$ cat src/rtl/time_parameters_with_reprogrammability_if.sv
// Reprogramming and read-select bundle between the anti-theft controller and
// its time-parameter register file.
interface time_parameters_with_reprogrammability_if;
  logic       reprogram;
  logic [1:0] interval;
  logic [1:0] timeParameterSelector;
  logic [3:0] timeValue;
  logic [3:0] value;

  modport master (
    output reprogram,
    output interval,
    output timeParameterSelector,
    output timeValue,
    input  value
  );

  modport slave (
    input  reprogram,
    input  interval,
    input  timeParameterSelector,
    input  timeValue,
    output value
  );
endinterface

$ cat src/rtl/time_parameters_with_reprogrammability.sv
// Four 4-bit anti-theft time parameters with run-time reprogramming and a
// combinational read mux. Define TPR_REPROG_EDGE_EN for one write per reprogram pulse.
module time_parameters_with_reprogrammability #(
  parameter logic [3:0] T_ARM_DELAY_DEFAULT       = 4'd6,
  parameter logic [3:0] T_DRIVER_DELAY_DEFAULT    = 4'd8,
  parameter logic [3:0] T_PASSENGER_DELAY_DEFAULT = 4'd15,
  parameter logic [3:0] T_ALARM_ON_DEFAULT        = 4'd10
) (
  input  logic                                  clock,
  input  logic                                  systemReset,
  time_parameters_with_reprogrammability_if.slave bus
);

  logic [3:0] r_param [4];
  logic       w_write;

`ifdef TPR_REPROG_EDGE_EN
  logic r_reprog_d;

  always_ff @(posedge clock) begin
    if (systemReset) r_reprog_d <= 1'b0;
    else             r_reprog_d <= bus.reprogram;
  end

  assign w_write = bus.reprogram & ~r_reprog_d;
`else
  assign w_write = bus.reprogram;
`endif

  // Reset outranks a simultaneous write.
  always_ff @(posedge clock) begin
    if (systemReset) begin
      r_param[0] <= T_ARM_DELAY_DEFAULT;
      r_param[1] <= T_DRIVER_DELAY_DEFAULT;
      r_param[2] <= T_PASSENGER_DELAY_DEFAULT;
      r_param[3] <= T_ALARM_ON_DEFAULT;
    end else if (w_write) begin
      r_param[bus.timeParameterSelector] <= bus.timeValue;
    end
  end

  assign bus.value = r_param[bus.interval];

endmodule

$ cat src/flat_wrapper.sv
// flat-port wrapper written by rule: the top's interface ports become plain ports
module time_parameters_with_reprogrammability_flat 
#(
  parameter logic [3:0] T_ARM_DELAY_DEFAULT       = 4'd6,
  parameter logic [3:0] T_DRIVER_DELAY_DEFAULT    = 4'd8,
  parameter logic [3:0] T_PASSENGER_DELAY_DEFAULT = 4'd15,
  parameter logic [3:0] T_ALARM_ON_DEFAULT        = 4'd10
)
  (clock, systemReset, bus_reprogram, bus_interval, bus_timeParameterSelector, bus_timeValue, bus_value);
  time_parameters_with_reprogrammability_if bus_i ();
  input  logic clock;
  input  logic systemReset;
  input wire logic [$bits(bus_i.reprogram)-1:0] bus_reprogram;
  input wire logic [$bits(bus_i.interval)-1:0] bus_interval;
  input wire logic [$bits(bus_i.timeParameterSelector)-1:0] bus_timeParameterSelector;
  input wire logic [$bits(bus_i.timeValue)-1:0] bus_timeValue;
  output wire logic [$bits(bus_i.value)-1:0] bus_value;
  assign bus_i.reprogram = bus_reprogram;
  assign bus_i.interval = bus_interval;
  assign bus_i.timeParameterSelector = bus_timeParameterSelector;
  assign bus_i.timeValue = bus_timeValue;
  assign bus_value = bus_i.value;
  time_parameters_with_reprogrammability #(.T_ARM_DELAY_DEFAULT(T_ARM_DELAY_DEFAULT), .T_DRIVER_DELAY_DEFAULT(T_DRIVER_DELAY_DEFAULT), .T_PASSENGER_DELAY_DEFAULT(T_PASSENGER_DELAY_DEFAULT), .T_ALARM_ON_DEFAULT(T_ALARM_ON_DEFAULT)) u_core (.clock(clock), .systemReset(systemReset), .bus(bus_i));
endmodule
$ cat config.mk
export PLATFORM = sky130hd
export DESIGN_NAME = time_parameters_with_reprogrammability_flat
export DESIGN_NICKNAME = d
export VERILOG_FILES = /design/src/rtl/time_parameters_with_reprogrammability_if.sv /design/src/rtl/time_parameters_with_reprogrammability.sv /design/src/flat_wrapper.sv
export SDC_FILE = /design/constraint.sdc
export NUM_CORES = 1
export LEC_CHECK = 0
export BUFFER_PORTS_ARGS = -buffer_cell sky130_fd_sc_hd__buf_2
export CAP_MARGIN = 20
export CORE_MARGIN = 2
export CORE_UTILIZATION = 40
export DETAILED_ROUTE_END_ITERATION = 7
export GPL_TIMING_DRIVEN = 0
export PLACE_DENSITY_LB_ADDON = 0.08
export SLEW_MARGIN = 5
export SYNTH_ARGS = -nofsm -noshare
export SYNTH_HDL_FRONTEND = slang
export SYNTH_SLANG_ARGS = --single-unit
$ cat constraint.sdc
create_clock -name clock -period 1 [get_ports clock]
set_input_delay 0.2 -clock clock [delete_from_list [all_inputs] [get_ports clock]]
set_output_delay 0.2 -clock clock [all_outputs]
set_load 0.05 [all_outputs]
==> results.md, run 1 <==
* Status: finished, violations left
* Failing checks: setup timing
* Post-DP HPWL at just under 1000 µm
* Startpoint Class: flip-flop
* Cells after synthesis at 46
* Pint at approximately 1.0 mW
* CTS Hold Bufs at 0
* Cts bufs inserted at 3
* Critical path arrival at approximately 1.3 ns
* Final cycle utilization of the critical path at 151.5%
* Largest net degree at the start of global routing at 10
* Tmin final at between 1.5 and 2 ns
* Largest Register: u_core.r_param
* Drt drc at 0
* Clock power frac at about a quarter
* FF+latch count, synth at 16
* DR WL/cell at approximately 13 µm
* Root Driver: clkbuf_4
* Max VDD drop at between 0.0006 and 0.0007 V
* Post-synth top area share at 61.34%
* Area of the multi-input gates at around 280 µm²
* Largest registers: u_core.r_param: 16 flops
* CP delay by family, top: multiplexers
* GP Congestion at between 0.6 and 0.7
* Nets at 76
* P per Cell Area at roughly 1500 nW/µm²
* Slowest cell on crit path: mux4_2
* First drt pass iteration count at 4
* Endpoints failing hold at 0
* Crit-path max FO at 1
* GRT Overall Usage at about 12%
* Post-detailed-route count of antenna-violating nets at 0
* First DRT Iteration DRCs at 2
* Via count of the first global-routing pass at ~400
* WP buf/inv at 1
* CTS tree: done
* CP endpoint kind: primary output
* WS Path Type: reg2out
* Overall Power at 1.393 mW
* Row cnt at 16
* Relative max-transition margin at 71.55%
* WL met1 at between 500 and 600 µm
* Met2 WL post-DR at around 550 µm
* Worst Max-Slew Pin Slew at between 0.4 and 0.5 ns
* Clock Path Buffers at 2
* Placed Cells at 87
* F_max at between 0.6 and 0.7 GHz
* Total Wirelength at between 1000 and 1500 µm
* Area Overhead vs Synth at 17.89%
* Max-slew violation count at 0
* Worst setup margin at -0.5146 ns
* Crit path largest cell delay at about 0.48 ns
* Leakage power at 0.3304 nW
* Critical Path RT at approximately 0.8 ns
* Logic pwr share at about 18%
* Core ar. at between 1500 and 2000 µm²
* Fillcell total at between 150 and 200
* Top layer reached by signal wires: met4
* Yosys top cell by area: edfxtp_1
* Layout Cells excl Fill at between 90 and 100
* Vias/cell at approximately 4.6
* Die H at approximately 48 µm
* Seq pwr share at 57.7%
* Mapped Area at around 780 µm²
* Antenna violations before repair at 0
* Die area at between 2000 and 2500 µm²
* Diodes inserted at 0
* H-tree Lvls at 1
* Clock sink count at 16
* Switching power total at around 0.35 mW
* Layout cell share with drive strength beyond 1 at 39.06%
* Fin util at slightly below 50%
* Grt ovf at 0
* Sequential fraction of the synthesis area at 61.34%
* Ports at 15
* Worst path cell trace: mux4_2 > buf_6
* DR vias at about 420
* Synth cell types at 11
* Max reg flops at 16
* Max-cap check violation count at 0
* RSZ-0062 raised after global routing: yes
* Synth Net Count at 57
* Final setup vio count at 4
* First-pass GRT wire length at 1849 µm
* Initial core utilization at 41.18%
* Syn avg cell area at between 15 and 20 µm²
* Hold Crit Class: in2reg
* DIE WIDTH at a little under 50 µm
* Buffers on Ports at 14
* Largest cells by area after synthesis: edfxtp_1, mux4_1, nand2b_1
* Sw Share at 24.95%
* Ys Warns at 0
* Clock transition at the registers of the reported paths at 0.09 ns
* Register area at approximately 480 µm²
* Routed wl met3 at around 48 µm
[worst paths after layout]
path | startpoint | to | cells past startpoint
max | u_core.r_param[2][0] | bus_value[0] | 2
min | bus_timeValue[0] | u_core.r_param[2][0] | 2
[cell type report]
type                            instances  share of cell area, %
Clock buffer                            3                  2.439
Clock inverter                          1                 0.4065
Inverter                                1                 0.4065
Multi-Input combinational cell         29                  30.76
Sequential cell                        16                  52.03
Tap cell                               27                  3.659
Timing Repair Buffer                   14                  10.30
[power groups by stage]
stage	clock (mW)	sequential (mW)	combinational [mW]
final	0.333	0.804	0.256
after global placement	0	0.819	0.229
after CTS	0.342	0.804	0.259
after detailed placement	0	0.820	0.229
after floorplan	0	0.813	0.159
after global routing	0.389	0.808	0.275
[cell families after synthesis]
kind of cell	share of synthesized area [%]
simple gates	20.61
compound gates	4.153
mux	13.42
buf+inv	0.4788
flops	61.34
[per-layer routing]
layer | GRT usage (%) | vias up
met5 | 0 | -
met4 | 4.865 | 0
met3 | 3.333 | 2
met2 | 17.89 | 11
met1 | 16.78 | 194
li1 | - | 214
[Yosys cell counts]
| cell | number |
|---|---|
| inv_1 | 1 |
| nand2b_1 | 10 |
| a31o_2 | 2 |
| o21bai_1 | 2 |
| and2_1 | 7 |
| nor2b_1 | 1 |
| mux4_1 | 4 |
| edfxtp_1 | 16 |
| and4bb_2 | 1 |
| and4bb_1 | 1 |
| nor4b_4 | 1 |
[cell usage in the layout, fill, tap and decap left out, drive strengths merged, types with 2 or more instances in the layout]
master / synthesis / routed
buf: 0 / 14
a31o: 2 / 2
o21bai: 2 / 2
and4bb: 2 / 2
nand2b: 10 / 10
edfxtp: 16 / 16
mux4: 4 / 4
clkbuf: 0 / 3
and2: 7 / 7
[stage by stage]
stage / setup slack, ns / TNS, ns / hold slack [ns] / cell area (µm²)
4_1_cts: -0.5231 / -2.050 / 0.2139 / 923.4
3_3_place_gp: -0.2906 / -3.501 / 0.4957 / 872.1
5_1_grt: -0.5782 / -2.245 / 0.2118 / 923.4
2_1_floorplan: -0.1589 / -0.6354 / 0.3778 / 768.2
3_5_place_dp: -0.2977 / -3.600 / 0.5008 / 872.1
6_report: -0.5146 / -2.010 / 0.2144 / 923.4
[timing repair]
| action | CTS | global route |
|---|---|---|
| cloned | 0 | 0 |
| resized for setup | 8 | 0 |
| buffers inserted | 0 | 0 |
| setup endpoints to repair | 4 | 4 |
Note: power is estimated with default switching activity, not from simulation.
==> run 2, diff against run 1 <==
Settings changed: PLACE_DENSITY set to 0.59, PLACE_DENSITY_LB_ADDON 0.08 to unset, REMOVE_ABC_BUFFERS set to 1.
==> run 2 against run 1 <==
The flow still finishes with violations (setup timing). Core utilization stayed put. Largest cell class unchanged. Clock-buffer cell count stayed put. Critical path type unchanged. Largest power group unchanged. Final area stayed put. Hold slack better by 0.0013 ns.
==> results.md, run 2 (synthesis gave the netlist of run 1 again) <==
* Final setup vio count at 4 (unchanged)
* Logic pwr share at 18.5% (about the same)
* Status: finished, violations left
* Clock sink count at 16 (unchanged)
* Hold Crit Class: in2reg
* Post-DP HPWL at 972.6 µm (-0.64%)
* Layout Cells excl Fill at 91 (unchanged)
* Clock transition at the registers of the reported paths at 0.09 ns (about the same)
* Largest net degree at the start of global routing at 10 (unchanged)
* DIE WIDTH at 48.25 µm (unchanged)
* WHS Endpoint: u_core.r_param[2][2]
* Area Overhead vs Synth at 17.89% (unchanged)
* Critical path arrival at 1.31 ns (about the same)
* Endpoints failing hold at 0 (unchanged)
* Startpoint Class: flip-flop
* Antenna violations before repair at 0 (unchanged)
* Placed Cells at 87 (unchanged)
* Worst path cell trace: mux4_2 > buf_6
* Nets at 76 (unchanged)
* Crit path largest cell delay at 0.48 ns (about the same)
* Max-slew violation count at 0 (unchanged)
* RSZ-0062 raised after global routing: yes
* Row cnt at 16 (unchanged)
* Core ar. at 1902 µm² (unchanged)
* H-tree Lvls at 1 (unchanged)
* CTS tree: done
* Most frequent cells in the layout: edfxtp_1, nand2b_1, buf_2
* Final Hold Slack at 0.2158 ns (+0.001322 ns)
* P per Cell Area at 1510 nW/µm² (about the same)
* Slowest cell on crit path: mux4_2
* DR WL/cell at 13.59 µm (+5.1%)
* Critical Path RT at 0.80 ns (about the same)
* Drt drc at 0 (unchanged)
* Largest registers: u_core.r_param: 16 flops
* Largest Register: u_core.r_param
* First-pass GRT wire length at 1842 µm (-0.38%)
* Clock power frac at 23.7% (-0.2 points)
* Root Driver: clkbuf_4
* Grt ovf at 0 (unchanged)
* Fin util at 48.55% (unchanged)
* Hold Path Depth at 2 (unchanged)
* Leakage power at 0.3304 nW (unchanged)
* Switching power total at 0.3483 mW (+0.22%)
* Cts bufs inserted at 3 (unchanged)
* First DRT Iteration DRCs at 14 (+12)
* Commonest non-fill, non-tap cell in the layout: edfxtp_1
* Layout cell share with drive strength beyond 1 at 39.06% (unchanged)
* Diodes inserted at 0 (unchanged)
* Die area at 2328 µm² (unchanged)
* Vias/cell at 4.747 (+2.6%)
* Worst Max-Slew Pin Slew at 0.4195 ns (-0.006406 ns)
* DR vias at 432 (+2.6%)
* GRT Overall Usage at 12.12% (+0.028 points)
* Relative max-transition margin at 71.98% (+0.43 points)
* Via count of the first global-routing pass at 406 (+4.4%)
* CP endpoint kind: primary output
* Final cycle utilization of the critical path at 150.6% (-0.88 points)
* Die H at 48.25 µm (unchanged)
* Crit-path max FO at 1 (unchanged)
* WS Path Type: reg2out
* Worst Min Path Start: bus_timeValue[2]
* Tmin final at 1.506 ns (-0.008834 ns)
* Max reg flops at 16 (unchanged)
* Buffers on Ports at 14 (unchanged)
* Sw Share at 24.99% (+0.032 points)
* Post-detailed-route count of antenna-violating nets at 0 (unchanged)
* Initial core utilization at 41.18% (unchanged)
* Clock Path Buffers at 2 (unchanged)
* First drt pass iteration count at 4 (unchanged)
* Seq pwr share at 57.8% (about the same)
* Total Wirelength at 1237 µm (+5.1%)
* F_max at 0.6641 GHz (+0.59%)
* Pint at 1.046 mW (about the same)
* Worst setup margin at -0.5057 ns (+0.008834 ns)
* GP Congestion at 0.7489 (+14%)
* Ports at 15 (unchanged)
* Max VDD drop at 0.0005127 V (-17%)
* Max-cap check violation count at 0 (unchanged)
* Failing checks: setup timing
[run 2: cell counts in the layout (fill, tap and decap cells not counted)]
No cell type changed its count.
[run 2: area by class of cell]
type                    count  area [µm²]
well taps                  27       33.78
flip-flops and latches     16       480.5
clock inverters             1       3.754
repair buffers             14       95.09
multi-input cells          29       284.0
clock buffers               3       22.52
inverters                   1       3.754
fillers                   168       978.4
[run 2: power by group through the flow]
stage          registers, mW  logic (mW)  clock network, mW
5_1_grt                0.811       0.276              0.364
3_5_place_dp           0.818       0.226                  0
6_report               0.805       0.258              0.331
2_1_floorplan          0.811       0.156                  0
3_3_place_gp           0.816       0.223                  0
4_1_cts                0.807       0.260              0.340
[run 2: metrics by stage]
step	area [µm²]	TNS, ns	setup WS, ns	power (mW)
6_report	923.4	-2.000	-0.5057	1.394
5_1_grt	923.4	-2.200	-0.5606	1.452
4_1_cts	923.4	-2.072	-0.5271	1.408
2_1_floorplan	783.3	-1.121	-0.2804	0.9670
3_3_place_gp	887.1	-3.025	-0.3072	1.039
3_5_place_dp	887.1	-3.359	-0.3239	1.044
[run 2: how the worst max path moves through the flow]
stage,endpoint,cells after the start,slack (ns),from
floorplan,bus_value[0],1,-0.28,u_core.r_param[1][0]
global placement,bus_value[2],3,-0.31,bus_interval[0]
detailed placement,bus_value[1],3,-0.32,bus_interval[0]
CTS,bus_value[2],2,-0.53,u_core.r_param[3][2]
global route,bus_value[3],2,-0.56,u_core.r_param[0][3]
finish,bus_value[2],2,-0.51,u_core.r_param[3][2]
[run 2: critical path, delay by kind of cell (launching register included)]
family / cells / cell delay [ns]
multiplexers: 1 / 0.48
buffers and inverters: 1 / 0.17
flip-flops: 1 / 0.38
[run 2: what timing repair did]
item | in CTS | in global routing
setup endpoints to repair | 4 | 4
resized for setup | 12 | 0
setup buffers | 0 | 0
hold buffers | 0 | 0
[run 2: layer usage]
metal	track usage (%)	share of wire, %	vias up
met4	6.486	0	0
met1	14.52	43	207
met3	1.111	2.5	0
met5	0	0	-
met2	21.32	55	12
li1	-	-	213
==> run 3, diff against run 2 <==
Settings changed: PLACE_DENSITY 0.59 to 0.61, SETUP_SLACK_MARGIN set to 0.4.
==> run 3 against run 2 <==
The run still ends with setup timing left. Final area is 18% higher. Core utilization rose by 8.9 points. Clock power down 2%. Die area stayed put. Total power is 5.2% higher. Global-route usage grew 2.5 points. Largest power group unchanged.
==> results.md, run 3 (synthesis gave the netlist of run 1 again) <==
* Status: finished, violations left
* Failing checks: setup timing
* Vias/cell at 4.948 (+4.2%)
* Total negative slack at -2.021 ns (-0.02095 ns)
* Tmin final at 1.517 ns (+0.01151 ns)
* GRT Overall Usage at 14.58% (+2.5 points)
* Die area at 2328 µm² (unchanged)
* Max VDD drop at 0.0006553 V (+28%)
* Antenna violations before repair at 0 (unchanged)
* Area Overhead vs Synth at 39.62%
* Root Driver: clkbuf_4
* Row cnt at 16 (unchanged)
* Final setup vio count at 4 (unchanged)
* Cell Area, Placed at 887.1 µm² (unchanged)
* Critical Path RT at 0.80 ns (about the same)
* Critical path arrival at 1.32 ns (about the same)
* Largest Register: u_core.r_param
* Nets at 82 (+7.9%)
* DR WL/cell at 15.42 µm (+13%)
* Endpoints failing hold at 0 (unchanged)
* Crit path from: u_core.r_param[3][3]
* Most frequent cells in the layout: edfxtp_1, nand2b_1, buf_6
* Leakage power at 0.4029 nW (+22%)
* CP endpoint kind: primary output
* Post-detailed-route count of antenna-violating nets at 0 (unchanged)
* Total Wirelength at 1480 µm (+20%)
* First-pass GRT wire length at 2180 µm (+18%)
* Startpoint Class: flip-flop
* WS Path Type: reg2out
* GP Congestion at 0.6514 (-13%)
* Max reg flops at 16 (unchanged)
* Worst setup margin at -0.5172 ns (-0.01151 ns)
* Layout Cells excl Fill at 96 (+5.5%)
* Drt drc at 0 (unchanged)
* P per Cell Area at 1341 nW/µm² (-11%)
* Relative max-transition margin at 78.88% (+6.9 points)
* Max-cap check violation count at 0 (unchanged)
* WP buf/inv at 1 (unchanged)
* DR vias at 475 (+10%)
* Fillcell total at 159 (-5.4%)
* Layout cell share with drive strength beyond 1 at 53.62% (+15 points)
* H-tree Lvls at 1 (unchanged)
* F_max at 0.6591 GHz (-0.76%)
* Final cycle utilization of the critical path at 151.7% (+1.2 points)
* Hold Crit Class: in2reg
* Crit path largest cell delay at 0.49 ns (about the same)
* Placed Cells at 87 (unchanged)
* Final instance area at 1094 µm² (+18%)
* Ports at 15 (unchanged)
* DIE WIDTH at 48.25 µm (unchanged)
* Slowest cell on crit path: mux4_2
* Post-DP HPWL at 979.3 µm (+0.69%)
* Worst Min Path Start: bus_timeValue[3]
* Worst slack at placement at -0.3278 ns (-0.003859 ns)
* Core ar. at 1902 µm² (unchanged)
* Buffers on Ports at 14 (unchanged)
* Via count of the first global-routing pass at 461 (+14%)
* Clock sink count at 16 (unchanged)
* Cts bufs inserted at 3 (unchanged)
* Worst path cell trace: mux4_2 > buf_6
* Worst Max-Slew Pin Slew at 0.3155 ns (-0.1040 ns)
* Initial core utilization at 41.18% (unchanged)
* Commonest non-fill, non-tap cell in the layout: edfxtp_1
* RSZ-0062 raised after global routing: yes
* Clock Path Buffers at 2 (unchanged)
* Max-slew violation count at 0 (unchanged)
* CP delay by family, top: multiplexers
* Diodes inserted at 0 (unchanged)
* First drt pass iteration count at 4 (unchanged)
* First DRT Iteration DRCs at 6 (-8)
* Final Hold Slack at 0.2032 ns (-0.01259 ns)
* Crit-path max FO at 1 (unchanged)
* Largest net degree at the start of global routing at 9 (-1)
* CTS tree: done
* Clock transition at the registers of the reported paths at 0.09 ns (about the same)
* Die H at 48.25 µm (unchanged)
* Grt ovf at 0 (unchanged)
* Largest registers: u_core.r_param: 16 flops
## run 3: cell types whose count changed in the layout (fill, tap and decap cells not counted), sizes merged
| cell | previous run | this run |
|---|---|---|
| buf | 14 | 20 |
| clkinv | 1 | 0 |
## run 3: worst paths after layout
check             depth (start not counted)  slack [ns]                   end
setup / recovery                          2       -0.52          bus_value[3]
hold / removal                            2        0.20  u_core.r_param[1][3]
## run 3: area by class of cell
cell class              count  area [µm²]  share of cell area [%]
inverters                   1       3.754                  0.3432
flip-flops and latches     16       480.5                   43.94
clock buffers               3       22.52                   2.059
multi-input cells          29       339.1                   31.01
repair buffers             20       214.0                   19.57
well taps                  27       33.78                   3.089
## run 3: report_power, final
part           internal, mW  switching, mW  leakage (nW)
sequential            0.791         0.0141         0.158
combinational         0.170          0.168         0.232
clock                 0.140          0.184        0.0138
## run 3: layer usage
layer,GRT usage (%),share of wire (%),vias to the layer above
li1,-,-,228
met1,15.44,36,233
met2,28.42,59,12
met3,2.593,2.7,2
met4,4.865,1.3,0
met5,0,0,-
## run 3: repair_timing
action                                  CTS  global route
gates resized for setup                  40             3
gates cloned                              0             0
buffers inserted                          4             2
hold buffers                              0             0
pin swaps                                10             6
endpoints found under the setup margin   36            30
## run 3: through the flow
| stage | power (mW) | util (%) |
|---|---|---|
| floorplan | 0.9670 | - |
| global placement | 1.042 | 46.64 |
| detailed placement | 1.047 | 46.64 |
| CTS | 1.459 | 56.05 |
| global route | 1.521 | 57.50 |
| finish | 1.467 | 57.50 |
